`src/rtl/layer_sequencer.sv`:
```
// layer_sequencer: serial MAC controller for one fully-connected layer.
// Reuses one multiply-accumulate path for every neuron, adds an unshifted
// bias, saturates to RESOLUTION bits and writes one result per neuron.
// Build option: define LAYER_SEQ_RELU_EN to clamp negative results to 0.
//
// state | meaning
// IDLE  | counters and accumulator held at 0, waiting for start
// MAC   | NUM_INPUTS+1 cycles: issue reads, accumulate products one cycle later
// BIAS  | add bias, saturate, register into out_data
// WRITE | out_we strobe for the current neuron
// DONE  | one-cycle done pulse
module layer_sequencer #(
  parameter int RESOLUTION  = 8,
  parameter int NUM_INPUTS  = 16,
  parameter int NUM_NEURONS = 10
) (
  input  logic                                         clk,
  input  logic                                         reset,
  input  logic                                         start,
  input  logic                                         abort,
  output logic                                         busy,
  output logic                                         done,
  output logic [$clog2(NUM_INPUTS)-1:0]                in_addr,
  input  logic [RESOLUTION-1:0]                        in_data,
  output logic [$clog2(NUM_INPUTS*NUM_NEURONS)-1:0]    w_addr,
  input  logic [RESOLUTION-1:0]                        w_data,
  output logic [$clog2(NUM_NEURONS)-1:0]               b_addr,
  input  logic [RESOLUTION-1:0]                        b_data,
  output logic                                         out_we,
  output logic [$clog2(NUM_NEURONS)-1:0]               out_addr,
  output logic [RESOLUTION-1:0]                        out_data
);

  localparam int IW = $clog2(NUM_INPUTS);
  localparam int WW = $clog2(NUM_INPUTS*NUM_NEURONS);
  localparam int NW = $clog2(NUM_NEURONS);
  localparam int CW = $clog2(NUM_INPUTS+1);
  localparam int PW = 2*RESOLUTION;
  localparam int AW = 2*RESOLUTION + $clog2(NUM_INPUTS) + 1;
  localparam int ZW = AW + 1;

  localparam logic signed [ZW-1:0] Z_MAX = ZW'((1 << (RESOLUTION-1)) - 1);
  localparam logic signed [ZW-1:0] Z_MIN = ~Z_MAX;

  typedef enum logic [2:0] {
    S_IDLE  = 3'd0,
    S_MAC   = 3'd1,
    S_BIAS  = 3'd2,
    S_WRITE = 3'd3,
    S_DONE  = 3'd4
  } state_t;

  state_t state, state_next;

  logic [CW-1:0]         i_cnt;
  logic [NW-1:0]         n_cnt;
  logic [WW-1:0]         w_base;
  logic signed [AW-1:0]  acc;
  logic signed [PW-1:0]  prod;
  logic signed [ZW-1:0]  z;
  logic [RESOLUTION-1:0] sat_val;
  logic                  mac_last;
  logic                  neuron_last;

  assign mac_last    = (i_cnt == CW'(NUM_INPUTS));
  assign neuron_last = (n_cnt == NW'(NUM_NEURONS-1));

  // In the final MAC cycle no new read is needed; clamp to stay in range.
  assign in_addr  = mac_last ? IW'(NUM_INPUTS-1) : i_cnt[IW-1:0];
  assign w_addr   = w_base + WW'(in_addr);
  assign b_addr   = n_cnt;
  assign out_addr = n_cnt;

  assign prod = PW'($signed(in_data)) * PW'($signed(w_data));

  // State register.
  always_ff @(posedge clk or negedge reset) begin
    if (!reset) state <= S_IDLE;
    else        state <= state_next;
  end

  // Next-state and strobe outputs; abort overrides every non-IDLE state.
  always_comb begin
    state_next = state;
    busy       = (state != S_IDLE);
    done       = 1'b0;
    out_we     = 1'b0;
    case (state)
      S_IDLE: begin
        if (start && !abort) state_next = S_MAC;
      end
      S_MAC: begin
        if (abort)         state_next = S_IDLE;
        else if (mac_last) state_next = S_BIAS;
      end
      S_BIAS: begin
        state_next = abort ? S_IDLE : S_WRITE;
      end
      S_WRITE: begin
        out_we = !abort;
        if (abort)            state_next = S_IDLE;
        else if (neuron_last) state_next = S_DONE;
        else                  state_next = S_MAC;
      end
      S_DONE: begin
        done       = !abort;
        state_next = S_IDLE;
      end
      default: state_next = S_IDLE;
    endcase
  end

  // Counters and accumulator; everything returns to 0 whenever IDLE is next.
  always_ff @(posedge clk or negedge reset) begin
    if (!reset) begin
      acc    <= '0;
      i_cnt  <= '0;
      n_cnt  <= '0;
      w_base <= '0;
    end else if (state_next == S_IDLE) begin
      acc    <= '0;
      i_cnt  <= '0;
      n_cnt  <= '0;
      w_base <= '0;
    end else begin
      case (state)
        S_IDLE: begin
          acc   <= '0;
          i_cnt <= '0;
        end
        S_MAC: begin
          if (i_cnt != '0) acc <= acc + {{(AW-PW){prod[PW-1]}}, prod};
          i_cnt <= (state_next == S_MAC) ? i_cnt + CW'(1) : '0;
        end
        S_WRITE: begin
          acc   <= '0;
          i_cnt <= '0;
          if (state_next == S_MAC) begin
            n_cnt  <= n_cnt + NW'(1);
            w_base <= w_base + WW'(NUM_INPUTS);
          end
        end
        default: ;
      endcase
    end
  end

  // Bias add, saturation and optional ReLU on the finished accumulator.
  always_comb begin
    z = {acc[AW-1], acc} + {{(ZW-RESOLUTION){b_data[RESOLUTION-1]}}, b_data};
    if (z > Z_MAX)      sat_val = {1'b0, {(RESOLUTION-1){1'b1}}};
    else if (z < Z_MIN) sat_val = {1'b1, {(RESOLUTION-1){1'b0}}};
    else                sat_val = z[RESOLUTION-1:0];
`ifdef LAYER_SEQ_RELU_EN
    if (sat_val[RESOLUTION-1]) sat_val = '0;
`else
    sat_val = sat_val;
`endif
  end

  // Result register: loaded in BIAS, holds its value between writes.
  always_ff @(posedge clk or negedge reset) begin
    if (!reset)                        out_data <= '0;
    else if (state == S_BIAS && !abort) out_data <= sat_val;
  end

endmodule
```
`config.mk`:
```
export PLATFORM = sky130hd
export DESIGN_NAME = layer_sequencer
export DESIGN_NICKNAME = d
export VERILOG_FILES = /design/src/rtl/layer_sequencer.sv
export SDC_FILE = /design/constraint.sdc
export NUM_CORES = 1
export LEC_CHECK = 0
export CAP_MARGIN = 20
export CELL_PAD_IN_SITES_DETAIL_PLACEMENT = 1
export CELL_PAD_IN_SITES_GLOBAL_PLACEMENT = 1
export CORE_MARGIN = 2
export CORE_UTILIZATION = 49
export DETAILED_ROUTE_END_ITERATION = 8
export PLACE_DENSITY_LB_ADDON = 0.1
export SLEW_MARGIN = 0
export SYNTH_ARGS = -nofsm -noshare
export SYNTH_HDL_FRONTEND = slang
export SYNTH_SLANG_ARGS = --single-unit
```
`constraint.sdc`:
```
create_clock -name clk -period 5.9 [get_ports clk]
set_input_delay 0.885 -clock clk [delete_from_list [all_inputs] [get_ports clk]]
set_output_delay 0.885 -clock clk [all_outputs]
set_load 0.05 [all_outputs]
```
==> results_dict.tcl, run 1 <==
set metrics [dict create \
    synthArstFlopShare_pct 100 \
    hpwl_um 17100 \
    syn2layout_area_growth_pct 27.8 \
    yosysTopAreaCellShare_pct 16.4 \
    start_kind "input pin" \
    reg2reg_to "out_data[0]" \
    fin_skew_ps 11.1 \
    end_kind "register" \
    cp.depth 25 \
    cp_max_fo 8 \
    nets 1105 \
    cpMaxStageDelayCell "fa_1" \
    vias 6828 \
    finalHoldViolCount 0 \
    clkTransAtPathRegs_ps 70 \
    antenna_left 0 \
    synth_cell_types 64 \
    violations "negative setup slack" \
    ir_worst_vdd_v 0.00100 \
    crit_end "acc[20]" \
    portBuffers 58 \
    holdCritPathClass "in2async" \
    die_area_um2 15100 \
    switching_power_mw 2.62 \
    slew_headroom_pct 31.0 \
    arrival_ps 6840 \
    p_total_mw 5.31 \
    fill_cells 1604 \
    slew_violations 0 \
    ys.flop_type "dfrtp_1" \
    final_common_cell "inv_1" \
    die_x_um 123 \
    seq_area_frac_synth_pct 16.2 \
    setup_slack_ps -705 \
    rsz0062_at_grt "true" \
    finalWirelength_um 24700 \
    cts_tree "built" \
    grt_pass1_wl_um 38300 \
    netlist_instances 817 \
    coreArea_um2 13900 \
    synth_edf_count 0 \
    path_class "in2reg" \
    setup_tns_ps -3320 \
    min_period_over_period_pct 112 \
    grt_start_max_net_pins 46 \
    outcome "finished with violations" \
    cellPowerDensity_nw_per_um2 599 \
    place_ws_ps -1200 \
    cp-startpoint "w_data[5]" \
    numCtsBuffers 5 \
    viasPerCell 6.07 \
    drc 0 \
    cpPeakStageDelay_ps 560 \
    leakage_nw 4.28 \
    comb_power_share_pct 87.7 \
    htreeDepth 2 \
    p_seq_share_pct 7.1 \
    syn-num-nets 979 \
    rows 43 \
    cts-root-buf "clkbuf_16" \
    synth-warning-count 0 \
    p_clk_share_pct 5.3 \
    placedCellCount 1094 \
    clock_sinks 45 \
    wire_per_inst_um 22.0 \
    r2r_cells 11 \
    rrSetupSlack_ps 1850 \
    tightest_slew_ps 1030 \
    rr_startpoint "acc[0]" \
    yosysTopAreaCell "fa_1" \
    required_ps 6140 \
    swShare_pct 49.3 \
    ys_ff_latch 45 \
    grt_pass1_vias 7401 \
    setup_viol_count_final 10 \
    min_period_ps 6600 \
    clockBufferDepth 2 \
    grt_usage_pct 32.7 \
    p_int_mw 2.69 \
    dr.pass1.iters 5 \
    fmax_mhz 151 \
    drive_gt1_share_pct 23.1 \
    drt_iter0_markers 352 \
    io_pins 59 \
    die_h_um 123 \
    cpLargestDelayFamily "adder cells" \
    cap_violations 0 \
    antenna_found_initial 0 \
    grt-ovfl-total 0 \
    avgSynthCellArea_um2 8.49 \
    final_cells 1124 \
    layout_common_cells "inv_1, buf_4, ha_1" \
    whs_ps 410 \
    n_antenna_cell 0 \
    clk_latency_ps 290 \
    gp_congestion 0.905 \
    start_util_pct 50.0 \
    syn_area_um2 6940 \
    critPathBufInv 4 \
    synth_area_leaders "fa_1, dfrtp_1, ha_1" \
]
==> cells in the mapped netlist (all sizes together) (3+ instances only) <==
| library cell | n |
|---|---|
| a21oi | 40 |
| and4 | 3 |
| xor2 | 21 |
| ha | 77 |
| a21o | 22 |
| nor2b | 16 |
| o21a | 8 |
| a31oi | 6 |
| or3 | 5 |
| nand3 | 14 |
| nor3 | 16 |
| o22ai | 3 |
| nor4 | 7 |
| o21ai | 34 |
| o32ai | 4 |
| inv | 106 |
| nand2 | 50 |
| a211oi | 11 |
| clkbuf | 14 |
| xnor2 | 30 |
| fa | 57 |
| dfrtp | 45 |
| nand4 | 10 |
| or2 | 9 |
| a22o | 12 |
| o21bai | 7 |
| nor2 | 57 |
| nor4b | 3 |
| and3 | 10 |
| buf | 13 |
| and2 | 48 |
| o31ai | 10 |
| o211ai | 5 |
| mux2 | 5 |
| o41ai | 5 |
| nand2b | 10 |
| or4 | 3 |
==> power groups by stage <==
stage / sequential, mW / combinational (mW) / clock, mW
3_5_place_dp: 0.377 / 3.63 / 0
4_1_cts: 0.373 / 4.04 / 0.279
3_3_place_gp: 0.375 / 3.31 / 0
2_1_floorplan: 0.366 / 2.31 / 0
6_report: 0.375 / 4.66 / 0.279
5_1_grt: 0.378 / 4.93 / 0.297
==> timing repair <==
| item | in CTS | in global routing |
|---|---|---|
| gates cloned | 0 | 0 |
| pin swaps | 58 | 36 |
| buffers inserted | 16 | 5 |
| hold buffers | 0 | 0 |
| resized for setup | 136 | 33 |
| endpoints found under the setup margin | 11 | 12 |
==> per-stage QoR <==
step	util, %	instance area, µm²
final	63.9	8870
after global routing	63.9	8870
after CTS	62.6	8690
after detailed placement	59.3	8240
after global placement	59.3	8240
after floorplan	-	7080
==> worst min-delay path by stage <==
stage | from | endpoint | slack [ps] | cells after the start
2_1_floorplan | acc[11] | acc[11] | 480 | 2
3_3_place_gp | out_data[7] | out_data[7] | 470 | 1
3_5_place_dp | out_data[7] | out_data[7] | 480 | 1
4_1_cts | out_data[7] | out_data[7] | 490 | 1
5_1_grt | reset | out_data[5] | 410 | 1
6_report | reset | out_data[6] | 410 | 1
==> state kept, by name, summed over array words and instances (netlist names) <==
signal / count
acc: 21
b_addr: 4
i_cnt: 5
out_data: 8
state: 3
w_base: 4
==> layout make-up <==
type | count | area, µm² | area share [%]
clock inverters | 2 | 10.0 | 0.113
repair buffers | 146 | 1240 | 14.0
flip-flops and latches | 45 | 1130 | 12.7
clock buffers | 6 | 129 | 1.45
well taps | 180 | 225 | 2.54
inverters | 106 | 398 | 4.49
multi-input cells | 639 | 5740 | 64.7
==> metal layers <==
metal	vias up	GRT usage, %	part of all wire [%]
met2	244	59.9	52
met5	-	0	0
met4	0	19.2	6.8
met3	104	3.83	3.9
li1	3042	-	-
met1	3438	36.4	38
==> kinds of logic (layout without fill, tap and decap cells) <==
kind of cell	count (synthesis)	in the layout	share of synthesized area [%]
buffers and inverters	133	260	7.91
DFF	45	45	16.2
and+or+nand+nor	265	265	20.5
xor gates and xnor gates	51	51	6.44
muxes	7	7	1.10
other	1	1	0.0540
AOI/OAI and AO/OA	181	181	17.5
adders and majority gates	134	134	30.3
Power figures use the tool's default switching activity.
==> run 2, diff against run 1 <==
- MAX_ROUTING_LAYER: unset -> met4
==> run 2 against run 1 <==
Critical endpoint unchanged; critical path type unchanged; first-iteration DRC count shrank 5.4%; clock power grew 6%; register-to-register slack worse by 130 ps; the flow still finishes with violations (negative setup slack); final area is 1.9% lower; total power shrank 9.7%.
==> results_dict.tcl, run 2 (synthesis results as in run 1) <==
set metrics [dict create \
    min_period_ps 6190 \
    violations "negative setup slack" \
    hpwl_um 16800 \
    htreeDepth 2 \
    fin_skew_ps 2.38 \
    rrSetupSlack_ps 1720 \
    clock_sinks 45 \
    leakage_nw 4.22 \
    setup_viol_count_final 8 \
    setup_slack_ps -287 \
    portBuffers 58 \
    cp-startpoint "in_data[6]" \
    wire_per_inst_um 19.6 \
    grt_start_max_net_pins 46 \
    slew_violations 0 \
    numCtsBuffers 5 \
    dpl_cell_area_um2 8240 \
    rr_startpoint "acc[0]" \
    nets 1098 \
    p_total_mw 4.80 \
    drc 0 \
    die_area_um2 15100 \
    io_pins 59 \
    cap_violations 0 \
    fmax_mhz 162 \
    gp_congestion 0.926 \
    ir_worst_vdd_v 0.000892 \
    end_kind "register" \
    min_period_over_period_pct 105 \
    clkTransAtPathRegs_ps 60 \
    rsz0062_at_grt "true" \
    rows 43 \
    clk_latency_ps 300 \
    place_ws_ps -1170 \
    cts-root-buf "clkbuf_16" \
    start_util_pct 50.0 \
    largest_register_ffs 21 \
    final_common_cell "inv_1" \
    drive_gt1_share_pct 20.2 \
    final_area_um2 8700 \
    fill_cells 1605 \
    start_kind "input pin" \
    antenna_found_initial 0 \
    die_h_um 123 \
    dr.pass1.iters 5 \
    placedCellCount 1094 \
    coreArea_um2 13900 \
    grt-ovfl-total 0 \
    final_cells 1116 \
    required_ps 6090 \
    cp_max_fo 5 \
    die_x_um 123 \
    cts_tree "built" \
    grt_pass1_vias 7210 \
    drt_iter0_markers 333 \
    n_antenna_cell 0 \
    grt_pass1_wl_um 34500 \
    reg_top3 "acc x21, out_data x8, i_cnt x5" \
    path_class "in2reg" \
    r2r_cells 11 \
    crit_end "acc[20]" \
    viasPerCell 5.89 \
    holdCritPathClass "reg2reg" \
    syn2layout_area_growth_pct 25.4 \
    finalHoldViolCount 0 \
    layout_common_cells "inv_1, buf_4, ha_1" \
    outcome "finished with violations" \
    slew_headroom_pct 31.3 \
    antenna_left 0 \
    arrival_ps 6380 \
    top_register "acc" \
    tightest_slew_ps 1020 \
    finalWirelength_um 21900 \
    grt_usage_pct 29.6 \
    vias 6577 \
    cellPowerDensity_nw_per_um2 551 \
    whs_ps 517 \
    reg2reg_to "out_data[0]" \
    clockBufferDepth 2 \
]
run 2: changes by cell type in the layout (fill, tap and decap cells not counted), moves of 3 or more:
cell,change
buf_2,+6
fa_2,-3
a21oi_1,+3
ha_4,-3
buf_4,-10
a21oi_2,-3
and2_1,+5
ha_1,+4
fa_1,+3
buf_6,-3
and2_4,-5
run 2: timing repair:
item,CTS,global route
setup endpoints to repair,12,10
pin swaps,34,28
hold buffers,0,0
resized for setup,103,30
setup buffers,8,6
run 2: metal layers:
metal / GRT usage (%) / share of wire (%)
met3: 2.81 / 2.7
met5: - / 0
met1: 33.0 / 40
met2: 55.9 / 55
met4: 8.52 / 2.3
run 2: worst min-delay path by stage:
stage                      from     endpoint  slack, ps  cells past startpoint
floorplan               acc[11]      acc[11]        480                      2
global route        out_data[7]  out_data[7]        530                      1
finish              out_data[7]  out_data[7]        520                      1
CTS                 out_data[7]  out_data[7]        520                      1
detailed placement  out_data[7]  out_data[7]        510                      1
global placement    out_data[7]  out_data[7]        470                      1
run 2: layout make-up:
class / count / area [µm²] / area share (%)
Sequential cell: 45 / 1130 / 12.9
Multi-Input combinational cell: 639 / 5630 / 64.7
Clock inverter: 1 / 7.51 / 0.0863
Inverter: 106 / 398 / 4.57
Clock buffer: 6 / 139 / 1.60
Timing Repair Buffer: 139 / 1170 / 13.5
Tap cell: 180 / 225 / 2.59
run 2: critical path, stage by stage:
cell and delay, ps:
buf_2 130, buf_6 130, and2_1 160, fa_1 580, fa_1 460, fa_1 540, inv_1 70, fa_1 550
inv_1 50, ha_1 290, nand3_1 100, or4_4 560, a31oi_4 280, xnor2_4 130, ha_2 230, or3_4 400
o41ai_4 340, xor2_1 130, a21o_1 200, a21o_1 150
run 2: per-stage QoR:
stage	utilization (%)	setup TNS, ps
4_1_cts	61.3	-691
3_3_place_gp	59.3	-6810
2_1_floorplan	-	-212
3_5_place_dp	59.3	-9690
6_report	62.7	-1760
5_1_grt	62.7	-4040
run 2: where the power goes:
part	switching, mW	internal, mW	leakage [nW]
logic	2.11	2.02	3.56
registers	0.0340	0.338	0.582
clock network	0.128	0.167	0.0690
==> run 3, diff against run 2 <==
- ABC_CLOCK_PERIOD_IN_PS: unset -> 5900
==> results of run 3 <==
No change in the layout: final DEF, timing and power equal those of run 2.
